$ cat src/rtl/cpu_wb_pkg.sv
// rtl/cpu_wb_pkg.sv - shared types and constants for the CPU-to-Wishbone bridge
package cpu_wb_pkg;

   typedef enum logic [1:0] {
      ST_IDLE = 2'd0,
      ST_BUS  = 2'd1,
      ST_DONE = 2'd2
   } state_e;

   localparam logic [3:0]  SEL_ALL          = 4'hF;
   localparam logic [31:0] ERR_DATA_DEFAULT = 32'hDEAD_BEEF;

endpackage

$ cat src/rtl/wb_watchdog.sv
// rtl/wb_watchdog.sv - saturating bus-cycle watchdog with expiry compare
module wb_watchdog #(
   parameter int unsigned TIMEOUT_CYCLES = 255
) (
   input  logic clk,
   input  logic rst,
   input  logic clr_i,
   input  logic en_i,
   output logic expired_o
);

   localparam logic [15:0] LAST_COUNT = 16'(TIMEOUT_CYCLES - 1);

   logic [15:0] count_q;
   logic [15:0] count_d;

   always_comb begin
      count_d = count_q;
      if (clr_i) begin
         count_d = '0;
      end else if (en_i && (count_q != 16'hFFFF)) begin
         count_d = count_q + 16'd1;
      end
   end

   always_ff @(posedge clk) begin
      if (rst) begin
         count_q <= '0;
      end else begin
         count_q <= count_d;
      end
   end

   assign expired_o = (count_q == LAST_COUNT);

endmodule

$ cat src/rtl/cpu_wb_master.sv
// rtl/cpu_wb_master.sv - four-phase CPU port to single-beat Wishbone classic master
module cpu_wb_master
   import cpu_wb_pkg::*;
#(
   parameter int unsigned TIMEOUT_CYCLES = 255,
   parameter logic [31:0] ERR_DATA       = ERR_DATA_DEFAULT
) (
   input  logic        clk,
   input  logic        rst,
   input  logic        cpu_req,
   input  logic        cpu_we,
   input  logic [31:0] cpu_addr,
   input  logic [31:0] cpu_wdata,
   output logic [31:0] cpu_rdata,
   output logic        cpu_ready,
   output logic        cpu_err,
   output logic [31:0] wb_adr_o,
   output logic [31:0] wb_dat_o,
   input  logic [31:0] wb_dat_i,
   output logic [3:0]  wb_sel_o,
   output logic        wb_we_o,
   output logic        wb_stb_o,
   output logic        wb_cyc_o,
   input  logic        wb_ack_i
);

   state_e      state_q, state_d;
   logic [31:0] adr_q, adr_d;
   logic [31:0] dat_q, dat_d;
   logic        we_q, we_d;
   logic        stb_q, stb_d;
   logic [31:0] rdata_q, rdata_d;
   logic        ready_q, ready_d;
   logic        err_q, err_d;
   logic        wd_clr;
   logic        wd_en;
   logic        wd_expired;

   wb_watchdog #(
      .TIMEOUT_CYCLES(TIMEOUT_CYCLES)
   ) u_watchdog (
      .clk      (clk),
      .rst      (rst),
      .clr_i    (wd_clr),
      .en_i     (wd_en),
      .expired_o(wd_expired)
   );

   always_comb begin
      state_d = state_q;
      adr_d   = adr_q;
      dat_d   = dat_q;
      we_d    = we_q;
      stb_d   = stb_q;
      rdata_d = rdata_q;
      ready_d = ready_q;
      err_d   = err_q;
      wd_clr  = 1'b0;
      wd_en   = 1'b0;
      unique case (state_q)
         ST_IDLE: begin
            if (cpu_req) begin
               adr_d   = cpu_addr;
               dat_d   = cpu_wdata;
               we_d    = cpu_we;
               stb_d   = 1'b1;
               wd_clr  = 1'b1;
               state_d = ST_BUS;
            end
         end
         ST_BUS: begin
            // Ack is tested first so a same-cycle ack beats the final watchdog count.
            if (wb_ack_i) begin
               stb_d   = 1'b0;
               ready_d = 1'b1;
               err_d   = 1'b0;
               if (!we_q) begin
                  rdata_d = wb_dat_i;
               end
               state_d = ST_DONE;
            end else if (wd_expired) begin
               stb_d   = 1'b0;
               ready_d = 1'b1;
               err_d   = 1'b1;
               rdata_d = ERR_DATA;
               state_d = ST_DONE;
            end else begin
               wd_en = 1'b1;
            end
         end
         ST_DONE: begin
            if (!cpu_req) begin
               ready_d = 1'b0;
               err_d   = 1'b0;
               state_d = ST_IDLE;
            end
         end
         default: begin
            stb_d   = 1'b0;
            state_d = ST_IDLE;
         end
      endcase
   end

   always_ff @(posedge clk) begin
      if (rst) begin
         state_q <= ST_IDLE;
         adr_q   <= '0;
         dat_q   <= '0;
         we_q    <= 1'b0;
         stb_q   <= 1'b0;
         rdata_q <= '0;
         ready_q <= 1'b0;
         err_q   <= 1'b0;
      end else begin
         state_q <= state_d;
         adr_q   <= adr_d;
         dat_q   <= dat_d;
         we_q    <= we_d;
         stb_q   <= stb_d;
         rdata_q <= rdata_d;
         ready_q <= ready_d;
         err_q   <= err_d;
      end
   end

   assign cpu_rdata = rdata_q;
   assign cpu_ready = ready_q;
   assign cpu_err   = err_q;
   assign wb_adr_o  = adr_q;
   assign wb_dat_o  = dat_q;
   assign wb_we_o   = we_q;
   assign wb_stb_o  = stb_q;
   assign wb_cyc_o  = stb_q;
   assign wb_sel_o  = stb_q ? SEL_ALL : 4'h0;

endmodule

$ cat config.mk
export PLATFORM = sky130hd
export DESIGN_NAME = cpu_wb_master
export DESIGN_NICKNAME = d
export VERILOG_FILES = /design/src/rtl/cpu_wb_pkg.sv /design/src/rtl/wb_watchdog.sv /design/src/rtl/cpu_wb_master.sv
export SDC_FILE = /design/constraint.sdc
export NUM_CORES = 1
export LEC_CHECK = 0
export CORE_UTILIZATION = 45
export CTS_CLUSTER_SIZE = 10
export DETAILED_ROUTE_END_ITERATION = 16
export DONT_BUFFER_PORTS = 1
export HOLD_SLACK_MARGIN = 0.05
export PLACE_DENSITY = 0.71
export SKIP_CTS_REPAIR_TIMING = 1
export SLEW_MARGIN = 10
export SYNTH_ARGS = -nofsm -noshare
export SYNTH_HDL_FRONTEND = slang
export SYNTH_SLANG_ARGS = --single-unit
$ cat constraint.sdc
create_clock -name clk -period 1.98 [get_ports clk]
set_clock_uncertainty 0.2 [all_clocks]
set_input_delay 0.297 -clock clk [delete_from_list [all_inputs] [get_ports clk]]
set_output_delay 0.297 -clock clk [all_outputs]
set_load 0.05 [all_outputs]
==> results by group <==
Setup path
  – WP data arrival: 2.26 ns
  – Worst setup SP type: register
  – Slowest stage cell, crit path: nor4_4
  – Cell Chain, Critical Path: inv_2 > ha_2 > nand4b_1 > nor4_4 > buf_4 > o21ba_4 > a21oi_1 > a211oi_1
  – Crit Path Class: reg2reg
  – Largest stage delay on the critical path: 0.45 ns
  – Worst path required time: 2.19 ns
  – Critical-path maximum fanout: 4
  – Crit end category: register
  – R2r setup slk: -0.08 ns

Logic synthesis
  – EDFF count, synth: 0
  – Post-Synthesis Cells: 566
  – Post-synthesis simple-gate area fraction: 24.3%
  – Post-synthesis sequential area ratio: 51.5%
  – Synth async-reset ratio: 0%
  – Largest cells by area after synthesis: dfxtp_1, nand2_1, a21oi_1, nor2_1, o21a_1
  – Synth top area share: 51.5%
  – Post-Synth XOR/XNOR Area: 1.53%
  – Post-Syn Nets: 673
  – Post-synthesis compound-gate area fraction: 16.1%
  – Post-synth design cell area: 4590 um^2
  – Mux cell area share after synthesis: 0.437%
  – Mean Syn Cell Area: 8.10 um^2
  – Yosys warns: 0
  – Adder-cell area share of the yosys netlist: 1.64%
  – Flops & latches, synth: 118
  – Post-synth top area cell: dfxtp_1
  – Main flop type after synthesis: dfxtp_1
  – Post-synthesis cell type count: 41
  – Largest family of logic cells by synthesized area: simple AND/OR/NAND/NOR gates

Die
  – Initial Util: 46.7%
  – Die H: 103 um
  – Top Ports: 206
  – Rows: 36
  – CORE AREA: 9820 um^2
  – Die ar.: 10600 um^2
  – Die width: 103 um

Power
  – P_sw: 3570 uW
  – VDD IR-drop max: 1.01 mV
  – Flop pwr share: 46.9%
  – P_int: 5510 uW
  – Net Sw Frac: 39.3%
  – Combinational group share of total power: 18.8%
  – Clock Power Share: 34.4%
  – Total power draw: 9080 uW
  – PwrDens: 1610 nW/um^2
  – Lkg Pwr: 0.00212 uW

Timing
  – Hold WS: -0.332 ns
  – Final Worst Setup Slack: -0.0770 ns
  – Fmax: 486 MHz
  – Worst slew margin: 62.2%
  – Final-report setup violation count: 12
  – Least-Margin Pin Slew: 0.566 ns
  – Tmin final: 2.06 ns
  – Max-slew violation count: 0
  – Post-route clock period utilization: 104%
  – RSZ-0062 raised after global routing: yes
  – Endpoints failing hold: 105

Worst hold path
  – Worst min-delay path category: in2reg

Routing
  – Vias: 3891
  – First-pass detailed-route iteration total: 4
  – # DRC: 0
  – Total routed wirelength: 11200 um
  – Vias per cell: 5.37
  – Routed Antenna Nets: 0
  – DR WL/cell: 15.5 um
  – Initial drt markers: 154

Layout
  – Non-filler cells, final: 725
  – Area Growth Syn to Fin: 22.7%
  – Finished layout cell area: 5630 um^2
  – Layout cells sized above 1: 17.1%
  – Nets: 687
  – Ant. Diodes: 0
  – Most frequent cells in the layout: nand2_1, dfxtp_1, a21oi_1
  – Most common cell after layout, fill and taps aside: nand2_1

Placed design
  – IO buf count: 0
  – Placed cells: 687
  – Post-DP HPWL: 7690 um
  – Area after DPL: 4830 um^2
  – Routability cong.: 0.841
  – Setup Slack @ Placement: -0.0866 ns

Run status
  – Failing checks: hold timing, setup timing
  – Status: finished with violations

Global routing
  – Vias in the first global route: 3652
  – Largest net degree at the start of global routing: 104
  – GRT Util Overall: 20.5%
  – First-pass GRT wire length: 16800 um
  – Initial antenna violation count: 0
  – Total congestion overflow: 0

Clock network
  – Clk root buf: clkbuf_8
  – Clk Latency, worst-skew pair: 0.49 ns
  – Htree depth: 4
  – Clock buffer depth: 2
  – Clock transition at path regs: 0.05 ns
  – # clock sinks: 118
  – CTS tree: done
  – Total CTS buffers: 17

Job
  – Max cap viols: 0
## area by class of cell
class | count | area [um^2]
fillers | 891 | 4190
clock buffers | 23 | 498
well taps | 133 | 166
inverters | 7 | 30.0
multi-input cells | 403 | 2140
repair buffers | 33 | 302
flip-flops and latches | 118 | 2370
clock inverters | 8 | 118
## final timing paths
| check | cells past startpoint | from | endpoint |
|---|---|---|---|
| max | 8 | u_watchdog.count_q[0]$_SDFFE_PP0P_ | wb_cyc_o$_SDFFE_PP0P_ |
| min | 1 | rst | wb_adr_o[12]$_SDFFE_PP0P_ |
| max reg2reg | 8 | u_watchdog.count_q[0]$_SDFFE_PP0P_ | wb_cyc_o$_SDFFE_PP0P_ |
| min reg2reg | 2 | cpu_ready$_SDFFE_PP0P_ | cpu_ready$_SDFFE_PP0P_ |
## power by group through the flow
stage | Combinational (uW) | Clock [uW] | Sequential, uW
global route | 1890 | 3290 | 4300
finish | 1700 | 3120 | 4260
global placement | 1510 | 0 | 4280
detailed placement | 1570 | 0 | 4290
CTS | 1580 | 3190 | 4250
floorplan | 1200 | 0 | 4260
## sequential cells by signal, summed over array words and instances (netlist names)
| register | cells |
|---|---|
| wb_cyc_o | 1 |
| wb_dat_o | 32 |
| cpu_ready | 1 |
| state_q | 2 |
| wb_we_o | 1 |
| cpu_rdata | 32 |
| wb_adr_o | 32 |
| cpu_err | 1 |
| u_watchdog.count_q | 16 |
## kinds of logic after synthesis
logic type,after synthesis
AOI/OAI and AO/OA,131
xor gates and xnor gates,8
and+or+nand+nor,255
adders and majority gates,6
buffers and inverters,46
DFF,118
muxes,2
## stage by stage
stage	hold WS, ns	TNS (ns)	util, %
floorplan	0.233	0	-
global placement	0.171	0	49.2
detailed placement	0.174	-0.426	49.2
CTS	-0.353	-0.973	55.5
global route	-0.357	-3.55	57.3
finish	-0.332	-0.380	57.3
## synthesized netlist by cell type, drive strengths merged (6+ instances only)
cell type / instances
nand2: 149
ha: 6
inv: 7
nor2: 61
nor4: 6
dfxtp: 118
buf: 11
a21oi: 85
nand4: 6
o21a: 25
o21ai: 16
clkbuf: 28
xnor2: 8
## critical path, delay by kind of cell (launching register included)
kind            cells  cell delay [ns]
simple gates        2             0.63
fa+ha+maj           1             0.18
flops               1             0.31
buf+inv             2             0.25
compound gates      3             0.41
## routing by layer
metal / global-route usage (%) / part of all wire (%)
met5: 0 / 0
met4: 10.3 / 1.9
met3: 7.25 / 7.4
met2: 34.8 / 52
met1: 22.7 / 39
(Power assumes the default switching activity.)
